--- src/rtl/seq_det_arbiter_if.sv ---
// Bundles the serial requester and detector result signals shared between
// the requester side (master) and the round-robin sequence detector (slave).
interface seq_det_arbiter_if #(
  parameter int NUM_CH = 4,
  parameter int PAT_W  = 4,
  parameter int CNT_W  = 5,
  parameter int CH_W   = (NUM_CH > 1) ? $clog2(NUM_CH) : 1
);
  logic [PAT_W-1:0]  pattern;
  logic              overlap_en;
  logic [NUM_CH-1:0] req;
  logic [NUM_CH-1:0] bit_in;
  logic [NUM_CH-1:0] gnt;
  logic              match;
  logic              done;
  logic [CH_W-1:0]   done_ch;
  logic [CNT_W-1:0]  match_cnt;

  modport master (
    output pattern, overlap_en, req, bit_in,
    input  gnt, match, done, done_ch, match_cnt
  );

  modport slave (
    input  pattern, overlap_en, req, bit_in,
    output gnt, match, done, done_ch, match_cnt
  );
endinterface

--- src/rtl/seq_det_arbiter.sv ---
// Round-robin shared Mealy sequence detector: grant registered one cycle after IDLE sees req,
// FRAME_LEN bits streamed, result on a one-cycle done pulse; granted frames cannot be stalled.
module seq_det_arbiter #(
  parameter int NUM_CH    = 4,
  parameter int PAT_W     = 4,
  parameter int FRAME_LEN = 16,
  parameter int CNT_W     = 5
) (
  input  logic              clk,
  input  logic              rst,
  seq_det_arbiter_if.slave  io_bus
);
  localparam int CH_W = (NUM_CH > 1) ? $clog2(NUM_CH) : 1;
  localparam int K_W  = $clog2(FRAME_LEN);
  localparam int F_W  = $clog2(PAT_W);

  typedef enum logic [1:0] {S_IDLE, S_STREAM, S_DONE} state_t;

  state_t            r_state;
  state_t            w_state_nxt;
  logic [NUM_CH-1:0] r_gnt;
  logic [CH_W-1:0]   r_sel;
  logic [CH_W-1:0]   r_rr;
  logic [CH_W-1:0]   r_done_ch;
  logic [K_W-1:0]    r_k;
  logic [PAT_W-2:0]  r_hist;
  logic [F_W-1:0]    r_fill;
  logic [CNT_W-1:0]  r_cnt;
  logic [CNT_W-1:0]  r_match_cnt;
  logic [PAT_W-1:0]  r_pat;
  logic              r_ovl;

  logic [CH_W-1:0]   w_pick;
  logic              w_pick_vld;
  logic              w_bit;
  logic [PAT_W-1:0]  w_win;
  logic              w_match;
  logic              w_last;
  logic [CNT_W-1:0]  w_cnt_nxt;
  logic [F_W-1:0]    w_fill_inc;

  // Descending scan so the lowest offset from the rr pointer wins.
  always_comb begin
    logic [CH_W-1:0] idx;
    w_pick     = '0;
    w_pick_vld = 1'b0;
    idx        = '0;
    for (int i = NUM_CH - 1; i >= 0; i--) begin
      idx = CH_W'((int'(r_rr) + i) % NUM_CH);
      if (io_bus.req[idx]) begin
        w_pick     = idx;
        w_pick_vld = 1'b1;
      end
    end
  end

  assign w_bit      = io_bus.bit_in[r_sel];
  assign w_win      = {r_hist, w_bit};
  assign w_match    = (r_state == S_STREAM) && (r_fill == F_W'(PAT_W - 1)) && (w_win == r_pat);
  assign w_last     = (r_k == K_W'(FRAME_LEN - 1));
  assign w_cnt_nxt  = (w_match && (r_cnt != '1)) ? r_cnt + 1'b1 : r_cnt;
  assign w_fill_inc = (r_fill == F_W'(PAT_W - 1)) ? r_fill : r_fill + 1'b1;

  always_ff @(posedge clk or negedge rst) begin
    if (!rst) r_state <= S_IDLE;
    else      r_state <= w_state_nxt;
  end

  always_comb begin
    w_state_nxt = r_state;
    case (r_state)
      S_IDLE:   if (w_pick_vld) w_state_nxt = S_STREAM;
      S_STREAM: if (w_last)     w_state_nxt = S_DONE;
      S_DONE:   w_state_nxt = S_IDLE;
      default:  w_state_nxt = S_IDLE;
    endcase
  end

  always_ff @(posedge clk or negedge rst) begin
    if (!rst) begin
      r_gnt       <= '0;
      r_sel       <= '0;
      r_rr        <= '0;
      r_done_ch   <= '0;
      r_k         <= '0;
      r_hist      <= '0;
      r_fill      <= '0;
      r_cnt       <= '0;
      r_match_cnt <= '0;
      r_pat       <= '0;
      r_ovl       <= 1'b0;
    end else begin
      case (r_state)
        S_IDLE: begin
          if (w_pick_vld) begin
            r_sel  <= w_pick;
            r_gnt  <= NUM_CH'(1) << w_pick;
            r_pat  <= io_bus.pattern;
            r_ovl  <= io_bus.overlap_en;
            r_k    <= '0;
            r_hist <= '0;
            r_fill <= '0;
            r_cnt  <= '0;
          end
        end
        S_STREAM: begin
          r_k    <= r_k + 1'b1;
          r_hist <= w_win[PAT_W-2:0];
          // Non-overlapping mode discards the history consumed by a match.
          r_fill <= (w_match && !r_ovl) ? '0 : w_fill_inc;
          r_cnt  <= w_cnt_nxt;
          if (w_last) begin
            r_gnt       <= '0;
            r_done_ch   <= r_sel;
            r_match_cnt <= w_cnt_nxt;
          end
        end
        S_DONE: begin
          r_rr <= (r_sel == CH_W'(NUM_CH - 1)) ? '0 : r_sel + 1'b1;
        end
        default: ;
      endcase
    end
  end

  assign io_bus.gnt       = r_gnt;
  assign io_bus.match     = w_match;
  assign io_bus.done      = (r_state == S_DONE);
  assign io_bus.done_ch   = r_done_ch;
  assign io_bus.match_cnt = r_match_cnt;
endmodule

--- src/flat_wrapper.sv ---
// flat-port wrapper written by rule: the top's interface ports become plain ports
module seq_det_arbiter_flat 
#(
  parameter int NUM_CH    = 4,
  parameter int PAT_W     = 4,
  parameter int FRAME_LEN = 16,
  parameter int CNT_W     = 5
)
  (clk, rst, io_bus_pattern, io_bus_overlap_en, io_bus_req, io_bus_bit_in, io_bus_gnt, io_bus_match, io_bus_done, io_bus_done_ch, io_bus_match_cnt);
  seq_det_arbiter_if #(.NUM_CH(NUM_CH), .PAT_W(PAT_W), .CNT_W(CNT_W)) io_bus_i ();
  input  logic clk;
  input  logic rst;
  input wire logic [$bits(io_bus_i.pattern)-1:0] io_bus_pattern;
  input wire logic [$bits(io_bus_i.overlap_en)-1:0] io_bus_overlap_en;
  input wire logic [$bits(io_bus_i.req)-1:0] io_bus_req;
  input wire logic [$bits(io_bus_i.bit_in)-1:0] io_bus_bit_in;
  output wire logic [$bits(io_bus_i.gnt)-1:0] io_bus_gnt;
  output wire logic [$bits(io_bus_i.match)-1:0] io_bus_match;
  output wire logic [$bits(io_bus_i.done)-1:0] io_bus_done;
  output wire logic [$bits(io_bus_i.done_ch)-1:0] io_bus_done_ch;
  output wire logic [$bits(io_bus_i.match_cnt)-1:0] io_bus_match_cnt;
  assign io_bus_i.pattern = io_bus_pattern;
  assign io_bus_i.overlap_en = io_bus_overlap_en;
  assign io_bus_i.req = io_bus_req;
  assign io_bus_i.bit_in = io_bus_bit_in;
  assign io_bus_gnt = io_bus_i.gnt;
  assign io_bus_match = io_bus_i.match;
  assign io_bus_done = io_bus_i.done;
  assign io_bus_done_ch = io_bus_i.done_ch;
  assign io_bus_match_cnt = io_bus_i.match_cnt;
  seq_det_arbiter #(.NUM_CH(NUM_CH), .PAT_W(PAT_W), .FRAME_LEN(FRAME_LEN), .CNT_W(CNT_W)) u_core (.clk(clk), .rst(rst), .io_bus(io_bus_i));
endmodule
--- config.mk ---
export PLATFORM = sky130hd
export DESIGN_NAME = seq_det_arbiter_flat
export DESIGN_NICKNAME = d
export VERILOG_FILES = /design/src/rtl/seq_det_arbiter_if.sv /design/src/rtl/seq_det_arbiter.sv /design/src/flat_wrapper.sv
export SDC_FILE = /design/constraint.sdc
export NUM_CORES = 1
export LEC_CHECK = 0
export CELL_PAD_IN_SITES_DETAIL_PLACEMENT = 1
export CELL_PAD_IN_SITES_GLOBAL_PLACEMENT = 1
export CORE_MARGIN = 2
export CORE_UTILIZATION = 40
export DETAILED_ROUTE_END_ITERATION = 12
export PLACE_DENSITY_LB_ADDON = 0.1
export SLEW_MARGIN = 20
export SYNTH_ARGS = -nofsm -noshare
export SYNTH_HDL_FRONTEND = slang
export SYNTH_SLANG_ARGS = --single-unit
--- constraint.sdc ---
create_clock -name clk -period 3.7 [get_ports clk]
set_input_delay 0.74 -clock clk [delete_from_list [all_inputs] [get_ports clk]]
set_output_delay 0.74 -clock clk [all_outputs]
set_load 0.02 [all_outputs]
# After elaboration in Yosys (flattened, before gate mapping)
# Cells that the tools add are included.
# totals
register_bits	36
in_bits	15
out_inout_bits	13
elab_cells	84
# classes
addsub	7
n_lt_le_gt_ge	5
eq_ne	10
shift	1
muxes	36
reduce_logical	13
# op_table
operator	count
2-bit two-way mux	10
4-bit one-hot mux with 2 select lines	2
2-bit by 3-bit < comparator with 1-bit output (second input constant)	5
4-bit two-way mux	3
1-bit binary-select mux with 2-bit select	5
5-bit two-way mux	2
5-bit one-hot mux with 2 select lines	1
1-bit two-way mux	9
2-bit one-hot mux with 2 select lines	2
2-bit AND reduction	4
2-bit by 1-bit adder with 2-bit output (second input constant)	3
2-bit == test (second input constant)	3
3-bit one-hot mux with 2 select lines	1
3-bit AND reduction	2
5-bit by 1-bit adder with 5-bit output (second input constant)	1
5-bit inequality test (second input constant)	1
2-bit adder (second input constant)	2
4-bit by 1-bit adder with 4-bit output (second input constant)	1
4-bit == test	1
4-bit == test (second input constant)	1
1-bit logical AND	4
2-bit by 1-bit inequality test with 1-bit output (second input constant)	2
1-bit by 2-bit left shift with 4-bit output (first input constant)	1
3-bit two-way mux	1
5 further kinds	5

# Depth between registers and ports, before layout
# Gate-level depths: netlist of run 1.
# logic_depth
depth_word	10
mapped_depth	8
mapped_depth_nobuf	7

# Worst setup path after synthesis of run 1
# OpenSTA, ideal clock, no wires.
# synth_timing
kind	input -> output
from	input io_bus_bit_in[3]
to	output io_bus_match
arrival_ns	1.889
t_required_ns	2.960
slack_ns	1.071
path_stages	4
path_cell_list	mux4_2 xor2_2 clkbuf_8 nor2_1
# synth_via
elab_chain_len	4
# synth_lines
element	line	source
start: declaration	flat_wrapper.sv:16	input wire logic [$bits(io_bus_i.bit_in)-1:0] io_bus_bit_in;
1-bit binary-select mux with 2-bit select	seq_det_arbiter.sv:57	assign w_bit = io_bus.bit_in[r_sel];
1-bit two-way mux (implied by the code)	seq_det_arbiter.sv:57	
4-bit == test	seq_det_arbiter.sv:59	assign w_match = (r_state == S_STREAM) && (r_fill == F_W'(PAT_W - 1)) && (w_win == r_pat);
1-bit logical AND	seq_det_arbiter.sv:59	
end: declaration	flat_wrapper.sv:18	output wire logic [$bits(io_bus_i.match)-1:0] io_bus_match;
# Every way passes these cells. The select of a mux whose other input is x is not followed.

# Worst setup path after layout of run 1
# layout_timing
from	input io_bus_bit_in[0]
to	output io_bus_match
# Same word-level chain as after synthesis.

==> out/summary.log, run 1 <==
INFO  run_status     status=completed
INFO  critical_path  reg2reg_slack=1540ps
INFO  critical_path  timing_worst_setup_path_type=primary input to output port
INFO  clock_tree     holdBufCountCts=0
INFO  clock_tree     cts_root_buffer=clkbuf_8
INFO  timing         final_min_period_over_clock_period=89.0%
INFO  logic_synthesis synth_nets=201
INFO  critical_path  critPathMaxStageDelay=610ps
INFO  clock_tree     h-tree-depth=2
INFO  cells_and_area mostFrequentLayoutCells=dfrtp_1, nand2_1, clkdlybuf4s50_1
INFO  logic_synthesis synth_flop_cell=dfrtp_1
INFO  global_routing globalRouteOverflowTotal=0
INFO  critical_path  crit_chain=clkdlybuf4s50_1 > mux4_2 > xor2_2 > nor2_1 > clkdlybuf4s50_1
INFO  timing         relSlewSlack=36.0%
INFO  cells_and_area final_common_cell=dfrtp_1
INFO  timing         report.final.hold_viol_count=0
INFO  global_routing first_pass_grt_wire_length=7800µm
INFO  timing         slew_violations=0
INFO  pwr            cellLeakagePower=0.947nW
INFO  pwr            power_density=843mW/mm²
INFO  routing        postRouteWirelength=4470µm
INFO  timing         whs=499ps
INFO  clock_tree     cts.repair_timing.setup_buffer_count=0
INFO  timing         setup_viol=0
INFO  critical_path  worstSetupStartpointType=primary input
INFO  critical_path  path_common_cell=clkdlybuf4s50_1
INFO  min_path       worstHoldPathType=flip-flop to flip-flop
INFO  placement      gp_routability_congestion=0.730
INFO  routing        dr_total_vias=1515
INFO  logic_synthesis number_of_enable_flip_flop_cells_after_synthesis=0
INFO  routing        drc_errors=0
INFO  floorplanning  fp.dieH=71.5µm
INFO  floorplanning  core_area=0.00438mm²
INFO  cells_and_area layout.cells.non_filler=263
INFO  logic_synthesis synthesis.area=0.00182mm²
INFO  floorplanning  ios=28
INFO  floorplanning  initial_util=41.6%
INFO  clock_tree     tritoncts.num_buffers=5
INFO  routing        initialDrtViolationCount=94
INFO  critical_path  arrival=2550ps
INFO  logic_synthesis postSynthRegisterBits=36
INFO  placement      place_hpwl=3250µm
INFO  clock_tree     cts.sink_count=36
INFO  logic_synthesis synthDominantAreaCellType=dfrtp_1
INFO  routing        wire_per_inst=17.0µm
INFO  routing        final_antenna_net_count=0
INFO  cells_and_area layout-area-overhead-vs-synth=23.0%
INFO  logic_synthesis async_flop_share=100%
INFO  timing         final.setup_skew=6.30ps
INFO  floorplanning  die-area=0.00512mm²
INFO  timing         highest_achievable_clock_rate=304MHz
INFO  timing         final.min_clock_period=3290ps
INFO  logic_synthesis synth_largest_type_area_fraction=49.4%
INFO  clock_tree     cts_tree=yes
INFO  placement      dp_cells=255
INFO  timing         setup_tns=0ps
INFO  logic_synthesis syn-instance-count=181
INFO  clock_tree     cts_max_path_buffers=2
INFO  placement      quantity_of_i_o_buffers_inserted_on_ports=27
INFO  floorplanning  fp.dieW=71.5µm
INFO  min_path       whs_endpoint=u_core.r_fill[0]$_DFFE_PN0P_
INFO  floorplanning  floorplan.rows=24
INFO  clock_tree     worst_skew_late_latency=290ps
INFO  logic_synthesis part_of_the_yosys_area_used_for_sequential_elements=49.4%
INFO  clock_tree     postCtsResizedCells=0
INFO  global_routing first_global_vias=1614
INFO  global_routing largest_net_degree_at_the_start_of_global_routing=37
INFO  run            drv_cap=0
INFO  critical_path  ff2ff_path_depth=5
INFO  critical_path  critical_path.max_fanout=3
INFO  logic_synthesis synth_top_cells_by_area=dfrtp_1, nand2_1, nor2_1, ha_1, o31ai_1
INFO  routing        avgViaCountPerCell=5.76
INFO  cells_and_area final_layout_size_suffix_gt1_share=9.48%
INFO  critical_path  rr_endpoint=u_core.io_bus.match_cnt[2]$_DFFE_PN0P_
INFO  timing         max_slew.worst_pin.slew=956ps
INFO  logic_synthesis ys.warnings.count=0
INFO  min_path       hold_start=u_core.r_fill[0]$_DFFE_PN0P_
INFO  global_routing global_router_s_overall_resource_usage=19.7%
INFO  pwr            ir_worst_vdd=0.000339V
INFO  critical_path  crit_path_top_delay_cell=clkdlybuf4s50_1
INFO  clock_tree     clk_transition_reported_paths=70ps
INFO  critical_path  reg2reg_from=u_core.r_sel[0]$_DFFE_PN0P_
INFO  logic_synthesis netlist-cell-type-count=43
INFO  critical_path  crit_path_end_kind=output port
INFO  logic_synthesis synth.avg_cell_area=10.1µm²
INFO  global_routing antenna_found_initial=0
INFO  cells_and_area num-nets-final=230
INFO  timing         rsz0062_at_grt=false
INFO  routing        firstDrtPassIters=4
INFO  critical_path  worst_ep_required_time=2960ps
INFO  cells_and_area antennaDiodeCount=0
INFO  min_path       timing.hold.worst_path_depth=1
[synth_stat cells (all sizes together) (2+ instances only)]
cell / n
dfrtp: 36
a31oi: 7
xnor2: 4
o211ai: 4
o31ai: 7
a21oi: 4
nor3: 2
ha: 5
nand2: 29
nand3: 4
nand4: 4
mux2: 4
inv: 5
a32o: 4
nand2b: 3
a22o: 5
xor2: 2
o21ai: 6
nor2: 17
clkbuf: 7
nor4: 3
[routing by layer]
metal | routed length [µm] | vias to the layer above | track usage [%]
li1 | - | 721 | -
met1 | 1960 | 753 | 23.4
met2 | 2290 | 35 | 35.6
met3 | 169 | 6 | 4.50
met4 | 50 | 0 | 5.24
met5 | 0 | - | 0
[power breakdown]
part	total [mW]	leakage (nW)	switching, mW	internal, mW
Combinational	0.815	0.445	0.439	0.376
Sequential	0.733	0.446	0.163	0.570
Clock	0.344	0.0552	0.144	0.200
Total	1.89	0.947	0.745	1.15
[worst max-delay path, delay by kind of cell]
family	cells	cell delay (ps)
xor gates and xnor gates	1	180
muxes	1	520
buffers and inverters	2	1010
and+or+nand+nor	1	100
[worst max path at each step]
| stage | startpoint | to | slack, ps | depth (start not counted) |
|---|---|---|---|---|
| 6_report | io_bus_bit_in[0] | io_bus_match | 410 | 5 |
| 3_3_place_gp | io_bus_bit_in[0] | io_bus_match | 410 | 5 |
| 5_1_grt | io_bus_bit_in[3] | io_bus_match | 340 | 5 |
| 2_1_floorplan | io_bus_bit_in[3] | io_bus_match | 1070 | 4 |
| 3_5_place_dp | io_bus_bit_in[3] | io_bus_match | 400 | 5 |
| 4_1_cts | io_bus_bit_in[0] | io_bus_match | 390 | 5 |
[stage by stage]
stage | util (%) | worst slack, ps | power [mW] | area [µm²]
2_1_floorplan | - | 1070 | 1.27 | 1820
3_3_place_gp | 48.6 | 407 | 1.51 | 2130
3_5_place_dp | 48.7 | 399 | 1.57 | 2140
4_1_cts | 51.2 | 388 | 1.92 | 2240
5_1_grt | 51.2 | 338 | 2.05 | 2240
6_report | 51.2 | 406 | 1.89 | 2240
[cell families after synthesis]
group / after synthesis / share of synthesized area, %
AOI/OAI and AO/OA: 48 / 19.3
muxes: 5 / 3.70
buffers and inverters: 13 / 3.84
xor gates and xnor gates: 6 / 3.29
and+or+nand+nor: 68 / 17.0
adders and majority gates: 5 / 3.43
DFF: 36 / 49.4
[flip-flops by register name (all words and copies together) (netlist names), 3 cells and up]
name	cells
u_core.io_bus.gnt	4
u_core.r_k	4
u_core.r_hist	3
u_core.io_bus.match_cnt	5
u_core.r_cnt	5
u_core.r_pat	4
[area by class of cell]
| cell class | instances | area, µm² |
|---|---|---|
| fill | 501 | 2140 |
| clock inverter | 2 | 35.0 |
| multi-input combinational | 132 | 858 |
| clock buffer | 6 | 72.6 |
| inverter | 5 | 18.8 |
| timing repair buffer | 30 | 293 |
| sequential | 36 | 901 |
| tap | 52 | 65.1 |
No activity file was read; power rests on OpenSTA's default activity.
==> inputs of run 2 (changes only) <==
Settings changed: CTS_BUF_LIST from default to sky130_fd_sc_hd__clkbuf_4 sky130_fd_sc_hd__clkbuf_8.
==> run 2 against run 1 <==
Die area did not move; combinational power rose by 0.5%; core utilization grew 0.086 points; register-to-register slack barely moved; global-route usage up 0.27 points; wire length increased by 1.9%; critical path depth is the same; clock power rose by 3%; flip-flop and latch count unchanged; fmax decreased by 0.10%; count of clock-buffer cells in the layout unchanged; critical path type unchanged; largest cell class unchanged; largest power group unchanged.
==> out/summary.log, run 2 (same netlist as run 1, synthesis figures left out) <==
INFO  run_status     status=completed
INFO  pwr            share_seq_of_total_power=38.5%
INFO  critical_path  worstSetupStartpointType=primary input
INFO  critical_path  reg2reg_slack=1530ps
INFO  critical_path  timing_worst_setup_path_type=primary input to output port
INFO  routing        postRouteWirelength=4560µm
INFO  routing        wire_per_inst=17.3µm
INFO  pwr            power_density=849mW/mm²
INFO  timing         highest_achievable_clock_rate=303MHz
INFO  routing        avgViaCountPerCell=5.77
INFO  global_routing global_route.usage.met2=35.6%
INFO  placement      quantity_of_i_o_buffers_inserted_on_ports=27
INFO  timing         setup_tns=0ps
INFO  global_routing globalRouteOverflowTotal=0
INFO  pwr            ir_worst_vdd=0.000339V
INFO  global_routing grt_util_met1=23.9%
INFO  timing         slew_violations=0
INFO  pwr            pwr-share-clk=18.6%
INFO  routing        initialDrtViolationCount=92
INFO  placement      gp_routability_congestion=0.730
INFO  clock_tree     cts_root_buffer=clkbuf_8
INFO  global_routing largest_net_degree_at_the_start_of_global_routing=37
INFO  clock_tree     holdBufCountCts=0
INFO  timing         rsz0062_at_grt=false
INFO  cells_and_area num-nets-final=230
INFO  placement      dpl_cell_area=0.00214mm²
INFO  cells_and_area layout.cells.non_filler=263
INFO  clock_tree     cts.sink_count=36
INFO  global_routing first_pass_grt_wire_length=7880µm
INFO  global_routing global_router_s_overall_resource_usage=19.9%
INFO  run            drv_cap=0
INFO  global_routing grt_most_used_layer=met2
INFO  placement      dp_cells=255
INFO  clock_tree     worst_skew_late_latency=290ps
INFO  timing         relSlewSlack=36.0%
INFO  cells_and_area final_common_cell=dfrtp_1
INFO  timing         final_min_period_over_clock_period=89.1%
INFO  floorplanning  core_area=0.00438mm²
INFO  clock_tree     clk_transition_reported_paths=80ps
INFO  pwr            pwr-share-comb=42.9%
INFO  floorplanning  fp.dieH=71.5µm
INFO  critical_path  crit_path_end_kind=output port
INFO  cells_and_area mostFrequentLayoutCells=dfrtp_1, nand2_1, clkdlybuf4s50_1
INFO  timing         report.final.hold_viol_count=0
INFO  cells_and_area antennaDiodeCount=0
INFO  routing        final_antenna_net_count=0
INFO  clock_tree     tritoncts.num_buffers=5
INFO  routing        drc_errors=0
INFO  timing         final.min_clock_period=3300ps
INFO  critical_path  arrival=2560ps
INFO  clock_tree     cts_max_path_buffers=2
INFO  global_routing grtUsageMet3=4.50%
INFO  critical_path  worst_ep_required_time=2960ps
INFO  routing        dr_total_vias=1517
INFO  floorplanning  initial_util=41.6%
INFO  floorplanning  fp.dieW=71.5µm
INFO  pwr            netsw=753µW
INFO  clock_tree     cts_tree=yes
INFO  clock_tree     h-tree-depth=2
INFO  timing         setup_viol=0
INFO  floorplanning  floorplan.rows=24
INFO  floorplanning  die-area=0.00512mm²
INFO  clock_tree     cts.repair_timing.setup_buffer_count=0
INFO  pwr            p_int=1.15mW
INFO  critical_path  critical_path.max_fanout=3
INFO  pwr            power.switching_fraction=39.5%
INFO  pwr            cellLeakagePower=0.950nW
INFO  cells_and_area final_layout_size_suffix_gt1_share=9.95%
INFO  clock_tree     postCtsResizedCells=0
INFO  timing         max_slew.worst_pin.slew=957ps
INFO  global_routing first_global_vias=1610
INFO  cells_and_area fin_area=0.00225mm²
INFO  timing         final.setup_skew=7.12ps
INFO  routing        firstDrtPassIters=4
INFO  placement      place_hpwl=3250µm
INFO  floorplanning  ios=28
INFO  global_routing antenna_found_initial=0
INFO  cells_and_area layout-area-overhead-vs-synth=23.2%
INFO  min_path       worstHoldPathType=flip-flop to flip-flop
run 2: cell counts in the layout (fill, tap and decap cells not counted):
No cell type changed its count.
run 2: stage by stage:
| step | setup WS [ps] | util (%) | hold slack (ps) | total power, mW |
|---|---|---|---|---|
| finish | 402 | 51.3 | 502 | 1.91 |
| floorplan | 1070 | - | 444 | 1.27 |
| CTS | 388 | 51.3 | 502 | 1.93 |
| global route | 338 | 51.3 | 537 | 2.06 |
| global placement | 407 | 48.6 | 481 | 1.51 |
| detailed placement | 399 | 48.7 | 487 | 1.57 |
run 2: power by group through the flow:
stage | sequential, mW | clock (mW) | combinational, mW
floorplan | 0.760 | 0 | 0.515
global placement | 0.729 | 0 | 0.783
detailed placement | 0.742 | 0 | 0.824
CTS | 0.737 | 0.362 | 0.829
global route | 0.762 | 0.379 | 0.918
finish | 0.734 | 0.354 | 0.819
run 2: per-layer routing:
metal | wire (µm) | up-vias | share of wire [%]
met5 | 0 | - | 0
met4 | 55 | 0 | 1.2
met3 | 167 | 6 | 3.7
met2 | 2350 | 33 | 51
met1 | 1990 | 758 | 44
li1 | - | 720 | -
run 2: final timing paths:
check                      depth (start not counted)                    startpoint                                endpoint
max                                                5              io_bus_bit_in[0]                            io_bus_match
min                                                1  u_core.r_fill[0]$_DFFE_PN0P_            u_core.r_fill[0]$_DFFE_PN0P_
max reg2reg                                        5   u_core.r_sel[0]$_DFFE_PN0P_  u_core.io_bus.match_cnt[2]$_DFFE_PN0P_
min reg2reg                                        1  u_core.r_fill[0]$_DFFE_PN0P_            u_core.r_fill[0]$_DFFE_PN0P_
max in group asynchronous                          2                           rst        u_core.io_bus.gnt[3]$_DFFE_PN0P_
min in group asynchronous                          2                           rst               u_core.r_k[1]$_DFFE_PN0P_
run 2: area by class of cell:
| type | count | area (µm²) |
|---|---|---|
| clock buffer | 6 | 76.3 |
| sequential | 36 | 901 |
| multi-input combinational | 132 | 858 |
| timing repair buffer | 30 | 293 |
| tap | 52 | 65.1 |
| fill | 502 | 2140 |
| clock inverter | 2 | 35.0 |
| inverter | 5 | 18.8 |
run 2: worst max-delay path, stage by stage:
cell and delay, ps:
clkdlybuf4s50_1 400, mux4_2 520, xor2_2 180, nor2_1 100, clkdlybuf4s50_1 610
==> inputs of run 3 (changes only) <==
Settings changed: SLEW_MARGIN 20 to default.
==> run 3 against run 2 <==
Combinational power barely moved; die area stayed put; non-clock buffer count unchanged; largest cell class unchanged; largest power group unchanged; highest routed layer unchanged.
==> out/summary.log, run 3 (same netlist as run 1, synthesis figures left out) <==
INFO  routing        wire_per_inst=17.4µm
INFO  clock_tree     cts_tree=yes
INFO  cells_and_area fin_area=0.00224mm²
INFO  clock_tree     clk_transition_reported_paths=70ps
INFO  clock_tree     cts_root_buffer=clkbuf_8
INFO  critical_path  reg2reg_from=u_core.r_sel[0]$_DFFE_PN0P_
INFO  cells_and_area n_fill_cell=505
INFO  timing         rsz0062_at_grt=false
INFO  cells_and_area final_common_cell=dfrtp_1
INFO  cells_and_area num-nets-final=230
INFO  critical_path  path_depth=5
INFO  critical_path  timing_worst_setup_path_type=primary input to output port
INFO  floorplanning  floorplan.rows=24
INFO  placement      place_hpwl=3260µm
INFO  critical_path  worst-path-buf-inv=2
INFO  timing         whs=495ps
INFO  critical_path  crit_chain=clkdlybuf4s50_1 > mux4_2 > xor2_2 > nor2_1 > clkdlybuf4s50_1
INFO  placement      dpl_worst_slack=399ps
INFO  critical_path  rr_endpoint=u_core.io_bus.match_cnt[2]$_DFFE_PN0P_
INFO  critical_path  worst_ep_required_time=2960ps
INFO  timing         highest_achievable_clock_rate=304MHz
INFO  cells_and_area layout.cells.non_filler=263
INFO  routing        avgViaCountPerCell=5.81
INFO  pwr            total_power=1.91mW
INFO  run            drv_cap=0
INFO  cells_and_area multi_input_area=853µm²
INFO  run_status     status=completed
INFO  timing         report.final.hold_viol_count=0
INFO  min_path       hold_start=u_core.r_fill[0]$_DFFE_PN0P_
INFO  placement      dpl_cell_area=0.00213mm²
INFO  critical_path  worstSetupStartpointType=primary input
INFO  clock_tree     worst_skew_late_latency=290ps
INFO  timing         setup_tns=0ps
INFO  routing        dr_total_vias=1528
INFO  pwr            netsw=753µW
INFO  pwr            p_int=1.15mW
INFO  min_path       timing.hold.worst_path_depth=1
INFO  clock_tree     cts_max_path_buffers=2
INFO  min_path       worstHoldPathType=flip-flop to flip-flop
INFO  global_routing first_pass_grt_wire_length=7840µm
INFO  routing        firstDrtPassIters=4
INFO  critical_path  reg2reg_slack=1520ps
INFO  clock_tree     holdBufCountCts=0
INFO  routing        final_antenna_net_count=0
INFO  cells_and_area layout.area.seq=901µm²
INFO  timing         max_slew.worst_pin.slew=1180ps
INFO  routing        postRouteWirelength=4570µm
INFO  placement      dp_cells=255
INFO  floorplanning  fp.dieW=71.5µm
INFO  critical_path  crit_path_top_delay_cell=clkdlybuf4s50_1
INFO  clock_tree     h-tree-depth=2
INFO  pwr            cellLeakagePower=0.949nW
INFO  global_routing globalRouteOverflowTotal=0
INFO  floorplanning  initial_util=41.6%
INFO  routing        drc_errors=0
INFO  timing         pnr_worst_setup_slack=408ps
INFO  pwr            power_density=850mW/mm²
INFO  pwr            power.switching_fraction=39.5%
INFO  pwr            ir_worst_vdd=0.000332V
INFO  timing         setup_viol=0
INFO  critical_path  crit_path_end_kind=output port
INFO  critical_path  critPathMaxStageDelay=610ps
INFO  critical_path  critical_path.top_delay_family=buffers and inverters
INFO  timing         final.setup_skew=7.95ps
INFO  global_routing first_global_vias=1611
INFO  global_routing largest_net_degree_at_the_start_of_global_routing=37
INFO  clock_tree     cts.sink_count=36
INFO  critical_path  critical_path.max_fanout=3
INFO  critical_path  ff2ff_path_depth=5
INFO  min_path       whs_endpoint=u_core.r_fill[0]$_DFFE_PN0P_
INFO  clock_tree     postCtsResizedCells=0
INFO  placement      quantity_of_i_o_buffers_inserted_on_ports=27
INFO  clock_tree     cts.repair_timing.setup_buffer_count=0
INFO  pwr            pwr-share-comb=43.0%
INFO  cells_and_area fin_util=51.1%
INFO  floorplanning  fp.dieH=71.5µm
INFO  pwr            share_seq_of_total_power=38.5%
INFO  timing         slew_violations=0
INFO  timing         relSlewSlack=20.6%
INFO  timing         final.min_clock_period=3290ps
INFO  timing         final_min_period_over_clock_period=89.0%
INFO  global_routing antenna_found_initial=0
INFO  routing        initialDrtViolationCount=69
INFO  cells_and_area antennaDiodeCount=0
INFO  pwr            pwr-share-clk=18.5%
INFO  floorplanning  die-area=0.00512mm²
INFO  cells_and_area layout-area-overhead-vs-synth=22.9%
INFO  critical_path  arrival=2550ps
INFO  cells_and_area final_layout_size_suffix_gt1_share=9.48%
INFO  clock_tree     tritoncts.num_buffers=5
INFO  placement      gp_routability_congestion=0.730
INFO  critical_path  path_common_cell=clkdlybuf4s50_1
INFO  floorplanning  core_area=0.00438mm²
INFO  global_routing global_router_s_overall_resource_usage=19.8%
INFO  cells_and_area mostFrequentLayoutCells=dfrtp_1, nand2_1, clkdlybuf4s50_1
INFO  floorplanning  ios=28
run 3: cell counts in the layout (fill, tap and decap cells not counted):
No cell type changed its count.
run 3: routing by layer:
metal	vias up	wire, µm	track usage [%]
met2	40	2330	35.8
met3	6	176	4.36
met1	763	2010	23.7
met4	0	52	5.03
li1	719	-	-
met5	-	0	0
run 3: how the worst max path moves through the flow:
| stage | from | endpoint | slack [ps] |
|---|---|---|---|
| detailed placement | io_bus_bit_in[3] | io_bus_match | 400 |
| global route | io_bus_bit_in[3] | io_bus_match | 340 |
| global placement | io_bus_bit_in[0] | io_bus_match | 410 |
| CTS | io_bus_bit_in[0] | io_bus_match | 390 |
| floorplan | io_bus_bit_in[3] | io_bus_match | 1070 |
| finish | io_bus_bit_in[0] | io_bus_match | 410 |
run 3: cell type report:
class / instances / area share [%]
clock inverter: 2 / 1.56
sequential: 36 / 40.2
timing repair buffer: 30 / 13.1
clock buffer: 6 / 3.40
inverter: 5 / 0.837
tap: 52 / 2.90
multi-input combinational: 132 / 38.1
run 3: power groups by stage:
stage	sequential, mW	clock [mW]	combinational (mW)
2_1_floorplan	0.760	0	0.515
3_3_place_gp	0.729	0	0.783
3_5_place_dp	0.741	0	0.823
4_1_cts	0.735	0.357	0.829
5_1_grt	0.760	0.378	0.920
6_report	0.734	0.353	0.820
